## src/rtl/uart_rx_if.sv

```systemverilog
`default_nettype none
// ============================================================================
// Module      : uart_rx_if
// Description : Bundle of the UART receiver's line, configuration and
//               received-frame signals.
//               master : line driver / frame consumer (drives rx, parity_en,
//                        clk_per_bit; reads rx_data, rx_valid, frame_error,
//                        parity_error, rx_busy)
//               slave  : the receiver itself
// Revision    : 1.0 - initial release
// ============================================================================
interface uart_rx_if #(
    parameter int DATA_BITS = 8
);
    logic                 rx;
    logic                 parity_en;
    logic [12:0]          clk_per_bit;
    logic [DATA_BITS-1:0] rx_data;
    logic                 rx_valid;
    logic                 frame_error;
    logic                 parity_error;
    logic                 rx_busy;

    modport master (
        output rx, parity_en, clk_per_bit,
        input  rx_data, rx_valid, frame_error, parity_error, rx_busy
    );

    modport slave (
        input  rx, parity_en, clk_per_bit,
        output rx_data, rx_valid, frame_error, parity_error, rx_busy
    );
endinterface
`default_nettype wire

```

## src/rtl/uart_rx.sv

```systemverilog
`default_nettype none
// ============================================================================
// Module      : uart_rx
// Description : Oversampling UART receiver. Synchronizes rx, confirms the
//               start bit at mid-bit, shifts in an LSB-first word, optionally
//               checks even parity and checks the stop bit. Each completed
//               frame produces a one-cycle rx_valid with sticky error flags.
// Ports       : clk  - system clock (rising edge)
//               rst  - asynchronous active-high reset
//               bus  - uart_rx_if.slave (rx, parity_en, clk_per_bit in;
//                      rx_data, rx_valid, frame_error, parity_error,
//                      rx_busy out)
// Revision    : 1.0 - initial release
// ============================================================================
module uart_rx #(
    parameter int DATA_BITS   = 8,
    parameter int SYNC_STAGES = 2
) (
    input  wire logic    clk,
    input  wire logic    rst,
    uart_rx_if.slave     bus
);

    localparam int IDX_W = (DATA_BITS > 1) ? $clog2(DATA_BITS) : 1;

    typedef enum logic [2:0] {
        S_IDLE   = 3'd0,
        S_START  = 3'd1,
        S_DATA   = 3'd2,
        S_PARITY = 3'd3,
        S_STOP   = 3'd4,
        S_BREAK  = 3'd5
    } state_t;

    state_t                 r_state;
    logic [SYNC_STAGES-1:0] r_sync;
    logic [12:0]            r_cpb;
    logic [12:0]            r_cnt;
    logic [IDX_W-1:0]       r_idx;
    logic [DATA_BITS-1:0]   r_shift;
    logic                   r_par_en;
    logic                   r_par_err;

    logic                   w_rx_s;
    logic [12:0]            w_cpb_clamped;
    logic [12:0]            w_half;
    logic                   w_bit_end;

    // Line idles high, so the synchronizer resets to 1 to avoid a false
    // start bit coming out of reset.
    always_ff @(posedge clk or posedge rst) begin
        if (rst) begin
            r_sync <= '1;
        end else begin
            r_sync <= {r_sync[SYNC_STAGES-2:0], bus.rx};
        end
    end

    assign w_rx_s        = r_sync[SYNC_STAGES-1];
    assign w_cpb_clamped = (bus.clk_per_bit < 13'd4) ? 13'd4 : bus.clk_per_bit;
    assign w_half        = r_cpb >> 1;
    assign w_bit_end     = (r_cnt == r_cpb - 13'd1);

    always_ff @(posedge clk or posedge rst) begin
        if (rst) begin
            r_state          <= S_IDLE;
            r_cpb            <= 13'd4;
            r_cnt            <= '0;
            r_idx            <= '0;
            r_shift          <= '0;
            r_par_en         <= 1'b0;
            r_par_err        <= 1'b0;
            bus.rx_data      <= '0;
            bus.rx_valid     <= 1'b0;
            bus.frame_error  <= 1'b0;
            bus.parity_error <= 1'b0;
        end else begin
            bus.rx_valid <= 1'b0;
            case (r_state)
                S_IDLE: begin
                    if (!w_rx_s) begin
                        r_cpb   <= w_cpb_clamped;
                        r_cnt   <= '0;
                        r_state <= S_START;
                    end
                end

                S_START: begin
                    if (r_cnt == w_half - 13'd1) begin
                        r_cnt <= '0;
                        if (!w_rx_s) begin
                            r_par_en  <= bus.parity_en;
                            r_idx     <= '0;
                            r_par_err <= 1'b0;
                            r_state   <= S_DATA;
                        end else begin
                            r_state <= S_IDLE;
                        end
                    end else begin
                        r_cnt <= r_cnt + 13'd1;
                    end
                end

                S_DATA: begin
                    if (w_bit_end) begin
                        r_cnt <= '0;
                        // Right shift: after DATA_BITS samples bit 0 sits at
                        // the LSB, matching LSB-first transmission.
                        r_shift <= {w_rx_s, r_shift[DATA_BITS-1:1]};
                        r_idx   <= r_idx + 1'b1;
                        if (r_idx == IDX_W'(DATA_BITS - 1)) begin
                            r_state <= r_par_en ? S_PARITY : S_STOP;
                        end
                    end else begin
                        r_cnt <= r_cnt + 13'd1;
                    end
                end

                S_PARITY: begin
                    if (w_bit_end) begin
                        r_cnt     <= '0;
                        // Even parity: data plus parity bit must XOR to 0.
                        r_par_err <= (^r_shift) ^ w_rx_s;
                        r_state   <= S_STOP;
                    end else begin
                        r_cnt <= r_cnt + 13'd1;
                    end
                end

                S_STOP: begin
                    if (w_bit_end) begin
                        r_cnt            <= '0;
                        bus.rx_data      <= r_shift;
                        bus.rx_valid     <= 1'b1;
                        bus.frame_error  <= ~w_rx_s;
                        bus.parity_error <= r_par_en & r_par_err;
                        r_state          <= w_rx_s ? S_IDLE : S_BREAK;
                    end else begin
                        r_cnt <= r_cnt + 13'd1;
                    end
                end

                S_BREAK: begin
                    // A held-low line must return high before another start
                    // bit can be recognised, so a break yields one frame.
                    if (w_rx_s) begin
                        r_state <= S_IDLE;
                    end
                end

                default: begin
                    r_state <= S_IDLE;
                end
            endcase
        end
    end

    assign bus.rx_busy = (r_state != S_IDLE);

endmodule
`default_nettype wire

```

## src/flat_wrapper.sv

```systemverilog
// flat-port wrapper written by rule: the top's interface ports become plain ports
module uart_rx_flat 
#(
    parameter int DATA_BITS   = 8,
    parameter int SYNC_STAGES = 2
)
  (clk, rst, bus_rx, bus_parity_en, bus_clk_per_bit, bus_rx_data, bus_rx_valid, bus_frame_error, bus_parity_error, bus_rx_busy);
  uart_rx_if #(.DATA_BITS(DATA_BITS)) bus_i ();
  input  wire logic clk;
  input  wire logic rst;
  input wire logic [$bits(bus_i.rx)-1:0] bus_rx;
  input wire logic [$bits(bus_i.parity_en)-1:0] bus_parity_en;
  input wire logic [$bits(bus_i.clk_per_bit)-1:0] bus_clk_per_bit;
  output wire logic [$bits(bus_i.rx_data)-1:0] bus_rx_data;
  output wire logic [$bits(bus_i.rx_valid)-1:0] bus_rx_valid;
  output wire logic [$bits(bus_i.frame_error)-1:0] bus_frame_error;
  output wire logic [$bits(bus_i.parity_error)-1:0] bus_parity_error;
  output wire logic [$bits(bus_i.rx_busy)-1:0] bus_rx_busy;
  assign bus_i.rx = bus_rx;
  assign bus_i.parity_en = bus_parity_en;
  assign bus_i.clk_per_bit = bus_clk_per_bit;
  assign bus_rx_data = bus_i.rx_data;
  assign bus_rx_valid = bus_i.rx_valid;
  assign bus_frame_error = bus_i.frame_error;
  assign bus_parity_error = bus_i.parity_error;
  assign bus_rx_busy = bus_i.rx_busy;
  uart_rx #(.DATA_BITS(DATA_BITS), .SYNC_STAGES(SYNC_STAGES)) u_core (.clk(clk), .rst(rst), .bus(bus_i));
endmodule
```

## config.mk

```make
export PLATFORM = sky130hd
export DESIGN_NAME = uart_rx_flat
export DESIGN_NICKNAME = d
export VERILOG_FILES = /design/src/rtl/uart_rx_if.sv /design/src/rtl/uart_rx.sv /design/src/flat_wrapper.sv
export SDC_FILE = /design/constraint.sdc
export NUM_CORES = 1
export LEC_CHECK = 0
export ABC_AREA = 1
export BUFFER_PORTS_ARGS = -buffer_cell sky130_fd_sc_hd__buf_4
export CAP_MARGIN = 5
export CORE_MARGIN = 5
export CORE_UTILIZATION = 35
export DETAILED_ROUTE_END_ITERATION = 8
export PLACE_DENSITY = 0.5
export RECOVER_POWER = 50
export SLEW_MARGIN = 5
export SYNTH_ARGS = -nofsm -noshare
export SYNTH_HDL_FRONTEND = slang
export SYNTH_SLANG_ARGS = --single-unit
```

## constraint.sdc

```tcl
create_clock -name clk -period 2.5 [get_ports clk]
set_input_delay 0.5 -clock clk [delete_from_list [all_inputs] [get_ports clk]]
set_output_delay 0.5 -clock clk [all_outputs]
set_load 0.02 [all_outputs]
```

==> results_dict.tcl, run 1 <==
set metrics [dict create \
    outcome "finished clean" \
    powerDensity_mw_per_mm2 988 \
    root_buffer "clkbuf_8" \
    clk_pin_slew_ns 0.11 \
    cp-end-kind "flip-flop" \
    synth_cell_types 34 \
    crit_chain "inv_1 -> ha_2 -> or2_2 -> nand4_1 -> nor3b_1 -> nand2_1 -> o21bai_4 -> nand2_4 -> nand3_1 -> nand2_1" \
    final_util_pct 39.3 \
    ir_drop_v 0.000431 \
    setup_tns_ns 0 \
    die_area_mm2 0.0131 \
    highest_layer "met4" \
    drt_wl_total_um 9430 \
    p_leak_nw 2.20 \
    crit_path_frequent_cell "nand2_1" \
    maxSlewHeadroom_pct 25.8 \
    wl_per_cell_um 13.1 \
    report.final.slew_viol_count 0 \
    critPathKind "reg2reg" \
    fmax_ghz 0.448 \
    ys_seq_area_share_pct 36.1 \
    grt_use_total_pct 15.5 \
    postCtsSetupRepairBufs 0 \
    cts_tree "yes" \
    clock_skew_ns 0.00663 \
    cp_max_fo 13 \
    fp.dieW_um 115 \
    whs_ns 0.278 \
    arrival_ns 2.46 \
    crit_start "u_core.r_cpb[2]$_DFFE_PP1P_" \
    antenna_found_initial 0 \
    cts.sinks 55 \
    nFillCells 1159 \
    first_iter_violations 177 \
    placementRows 38 \
    ys_ff_latch 55 \
    setup_violations 0 \
    drc 0 \
    io_pins 29 \
    tightest_slew_ns 1.11 \
    r2r-start "u_core.r_cpb[2]$_DFFE_PP1P_" \
    synthArstFlopShare_pct 100 \
    met2_wirelength_um 4040 \
    vias_per_cell 4.63 \
    period_share_pct 89.3 \
    drtPass1Iterations 4 \
    numCtsBuffers 5 \
    grt_pass1_wl_um 16100 \
    finalWorstSetupSlack_ns 0.267 \
    synth-main-ff-cell "dfrtp_1" \
    layout_min_cycle_time_ns 2.23 \
    io_buffer_count 28 \
    preCtsSetupSlack_ns 0.115 \
    critPathMaxStageDelay_ns 0.58 \
    grt_pass1_vias 3305 \
    gr-total-overflow 0 \
    cts_max_path_buffers 2 \
    final_common_cell "nand2_1" \
    startpoint_type "flip-flop" \
    vias 3333 \
    wl_met3_um 447 \
    hold_buffers 0 \
    synth.avg_cell_area_um2 6.86 \
    final_cell_mix "nand2_1 (190), inv_1 (66), dfrtp_1 (52)" \
    area_growth_pct 10.8 \
    maxCapViolCount 0 \
    drive_above_1_share_pct 11.7 \
    nets 601 \
    cts_resized 0 \
    insertion_delay_ns 0.32 \
    power_mw 4.18 \
    critPathSlowestCell "dfstp_2" \
    place_hpwl_um 7520 \
    met1Wirelength_um 4850 \
    gp_congestion 0.938 \
    netlist_instances 557 \
    cp.required_ns 2.72 \
    syn_area_mm2 0.00382 \
    grt_max_degree 30 \
    n_antenna_cell 0 \
    synthesis.nets 579 \
    initial_core_util_pct 35.4 \
    die_h_um 115 \
    h-tree-depth 2 \
    hold_class "in2reg" \
    rsz0062_at_grt "false" \
    hp-start "bus_rx" \
    synth-edff-count 0 \
    coreArea_mm2 0.0108 \
    antenna_left 0 \
    hold_violations 0 \
    synth_warnings 0 \
]
synth_stat cells, types with 3 or more instances:
cell type / number / area [µm²]
dfrtp_1: 52 / 1300
ha_1: 5 / 62.6
nor3_1: 7 / 35.0
nand3b_1: 8 / 60.1
inv_1: 67 / 251
o21ai_0: 18 / 90.1
dfstp_2: 3 / 78.8
buf_2: 8 / 40.0
buf_6: 4 / 45.0
nor2_2: 4 / 25.0
nor2_1: 50 / 188
nand4_1: 7 / 43.8
nor4_1: 5 / 31.3
xnor2_1: 15 / 131
clkbuf_1: 6 / 22.5
o21ai_1: 19 / 95.1
nand2_2: 7 / 43.8
nand3_1: 36 / 180
nor2_4: 4 / 45.0
inv_2: 6 / 22.5
xor2_1: 22 / 193
nand2_1: 190 / 713
area by class of cell:
class                      instances  area, µm²  area share [%]
tap                              140        175            4.13
sequential                        55       1380            32.6
multi-input combinational        409       2060            48.7
clock inverter                     3       33.8           0.797
inverter                          73        274            6.47
timing repair buffer              35        240            5.67
clock buffer                       5       68.8            1.62
cell families (layout without fill, tap and decap cells):
| group | count (synthesis) | after routing | synth area share [%] |
|---|---|---|---|
| AO/OA/AOI/OAI | 43 | 43 | 6.15 |
| AND/OR/NAND/NOR | 323 | 323 | 36.7 |
| adder cells (fa/ha/maj) | 5 | 5 | 1.64 |
| flip-flops | 55 | 55 | 36.1 |
| buffers and inverters | 93 | 116 | 10.3 |
| XOR/XNOR | 38 | 38 | 9.06 |
metal layers:
| layer | global-route usage, % | vias up |
|---|---|---|
| met5 | 0 | - |
| met4 | 3.33 | 0 |
| met3 | 2.27 | 6 |
| met2 | 24.6 | 52 |
| met1 | 22.4 | 1513 |
| li1 | - | 1762 |
registers in the layout, summed over array words and instances, names as in the netlist, 2 cells and up:
signal and flops:
u_core.r_cpb 13, u_core.r_state 3, u_core.bus.rx_data 8, u_core.r_sync 2, u_core.r_shift 8, u_core.r_cnt 13, u_core.r_idx 3
critical path, delay by kind of cell, from the launching register on:
kind	cells	cell delay, ns
compound gates	1	0.22
flops	1	0.58
buf+inv	1	0.06
fa+ha+maj	1	0.32
simple gates	7	0.94
worst paths after layout:
path / to / slack [ns] / depth (start not counted)
hold reg to reg: u_core.r_sync[1]$_DFF_PP1_ / 0.37 / 0
max in group asynchronous: u_core.r_cpb[5]$_DFFE_PP0P_ / 0.59 / 3
min in group asynchronous: u_core.bus.rx_data[0]$_DFFE_PP0P_ / 0.45 / 2
setup reg to reg: u_core.r_cnt[4]$_DFFE_PP0P_ / 0.27 / 10
hold / removal: u_core.r_sync[0]$_DFF_PP1_ / 0.28 / 1
setup / recovery: u_core.r_cnt[4]$_DFFE_PP0P_ / 0.27 / 10
where the power goes:
part / switching, mW / internal, mW / leakage (nW)
combinational: 1.48 / 0.819 / 1.42
sequential: 0.273 / 1.06 / 0.726
clock: 0.340 / 0.214 / 0.0519
total: 2.09 / 2.10 / 2.20
per-stage QoR:
stage          instance area [µm²]  instances
2_1_floorplan                 3820        557
3_3_place_gp                  4140        712
3_5_place_dp                  4140        712
4_1_cts                       4240        720
5_1_grt                       4240        720
6_report                      4240        720
No activity file was read; power rests on OpenSTA's default activity.
==> inputs of run 2 (changes only) <==
CORE_MARGIN = 2   (was 5)
CORE_UTILIZATION = 40   (was 35)
PLACE_DENSITY = 0.56   (was 0.5)
==> run 2 against run 1 <==
Against the previous run:
- hold slack got worse by 0.071 ns
- wire length fell by 1.7%
- clock skew rose by 0.0015 ns
- non-clock buffer count did not move
- via count rose by 2.2%
- sequential share of layout area rose by 0.058 points
- critical path type unchanged
==> results_dict.tcl, run 2 (synthesis gave the netlist of run 1 again) <==
set metrics [dict create \
    crit_chain "inv_1 -> ha_2 -> or2_2 -> nand4_1 -> nor3b_1 -> nand2_1 -> o21bai_4 -> nand2_4 -> nand2_1 -> nand2_1" \
    tightest_slew_ns 1.42 \
    drtPass1Iterations 4 \
    p_leak_nw 2.20 \
    placementRows 35 \
    cts_max_path_buffers 2 \
    place_hpwl_um 7370 \
    critPathSlowestCell "dfstp_2" \
    antenna_found_initial 0 \
    startpoint_type "flip-flop" \
    cp-end-kind "flip-flop" \
    power_mw 4.26 \
    arrival_ns 2.51 \
    coreArea_mm2 0.00924 \
    hold_class "in2async" \
    final_util_pct 45.8 \
    drive_above_1_share_pct 11.4 \
    period_share_pct 92.0 \
    grt_max_degree 27 \
    setup_violations 0 \
    critPathKind "reg2reg" \
    setup_tns_ns 0 \
    gp_congestion 0.927 \
    reg2reg_depth 10 \
    area_growth_pct 10.6 \
    drc 0 \
    insertion_delay_ns 0.31 \
    powerDensity_mw_per_mm2 1010 \
    maxCapViolCount 0 \
    antenna_left 0 \
    die_area_mm2 0.0104 \
    numCtsBuffers 5 \
    gr-total-overflow 0 \
    layout_min_cycle_time_ns 2.30 \
    grt_pass1_wl_um 15700 \
    cp.required_ns 2.70 \
    io_buffer_count 28 \
    hold_violations 0 \
    crit_path_frequent_cell "nand2_1" \
    grt_use_total_pct 19.5 \
    cts_tree "yes" \
    report.final.slew_viol_count 0 \
    grt_pass1_vias 3255 \
    die_h_um 102 \
    first_iter_violations 110 \
    vias 3406 \
    final_common_cell "nand2_1" \
    fp.dieW_um 102 \
    outcome "finished clean" \
    io_pins 29 \
    fmax_ghz 0.435 \
    hold_buffers 0 \
    cp_max_fo 13 \
    root_buffer "clkbuf_8" \
    maxSlewHeadroom_pct 5.25 \
    cts.sinks 55 \
    wl_per_cell_um 13.1 \
    n_antenna_cell 0 \
    rsz0062_at_grt "false" \
    ir_drop_v 0.000554 \
    clk_pin_slew_ns 0.10 \
    h-tree-depth 2 \
    initial_core_util_pct 41.4 \
    vias_per_cell 4.80 \
    drt_wl_total_um 9270 \
    whs_ns 0.207 \
    nets 601 \
    critPathMaxStageDelay_ns 0.57 \
    final_cell_mix "nand2_1 (190), inv_1 (66), dfrtp_1 (52)" \
    postCtsSetupRepairBufs 0 \
    largest_registers "u_core.r_cnt x13, u_core.r_cpb x13" \
    clock_skew_ns 0.00816 \
]
## run 2: layer usage
layer / GRT usage (%) / part of all wire, % / up-vias
met5: 0 / 0 / -
met1: 28.7 / 52 / 1561
met3: 2.83 / 3.9 / 9
met2: 30.5 / 44 / 65
met4: 4.37 / 1.0 / 0
li1: - / - / 1771
## run 2: timing repair
item	in CTS	in global routing
hold endpoints to repair	0	0
resized for setup	0	4
setup endpoints to repair	0	34
## run 2: per-stage QoR
stage | area [µm²] | instances | worst slack (ns)
floorplan | 3820 | 557 | 0.509
global placement | 4130 | 701 | 0.116
detailed placement | 4130 | 701 | 0.0939
CTS | 4240 | 709 | 0.0767
global route | 4230 | 709 | 0.0345
finish | 4230 | 709 | 0.199
## run 2: area by class of cell
cell class	instances	area [µm²]
timing repair buffer	35	240
inverter	73	274
sequential	55	1380
clock buffer	6	72.6
multi-input combinational	409	2060
fill	995	5010
clock inverter	2	38.8
tap	129	161
## run 2: where the power goes
part / internal [mW] / switching, mW / total [mW] / leakage [nW]
logic: 0.821 / 1.48 / 2.30 / 1.42
clock network: 0.304 / 0.310 / 0.613 / 0.0558
registers: 1.06 / 0.280 / 1.34 / 0.726
## run 2: path summary, 6_finish.rpt
path / from / end / slack, ns
worst max-delay path: u_core.r_cpb[2]$_DFFE_PP1P_ / u_core.r_cnt[7]$_DFFE_PP0P_ / 0.20
worst min-delay path: rst / u_core.bus.rx_data[0]$_DFFE_PP0P_ / 0.21
worst max register to register: u_core.r_cpb[2]$_DFFE_PP1P_ / u_core.r_cnt[7]$_DFFE_PP0P_ / 0.20
worst min register to register: u_core.r_sync[0]$_DFF_PP1_ / u_core.r_sync[1]$_DFF_PP1_ / 0.36
max in group asynchronous: rst / u_core.r_cpb[7]$_DFFE_PP0P_ / 0.60
min in group clk: bus_rx / u_core.r_sync[0]$_DFF_PP1_ / 0.28
## run 2: worst max-delay path: cells and delay by family (launching register included)
kind            cells  cell delay (ns)
buf+inv             1             0.06
flops               1             0.57
compound gates      1             0.23
simple gates        7             1.03
fa+ha+maj           1             0.32
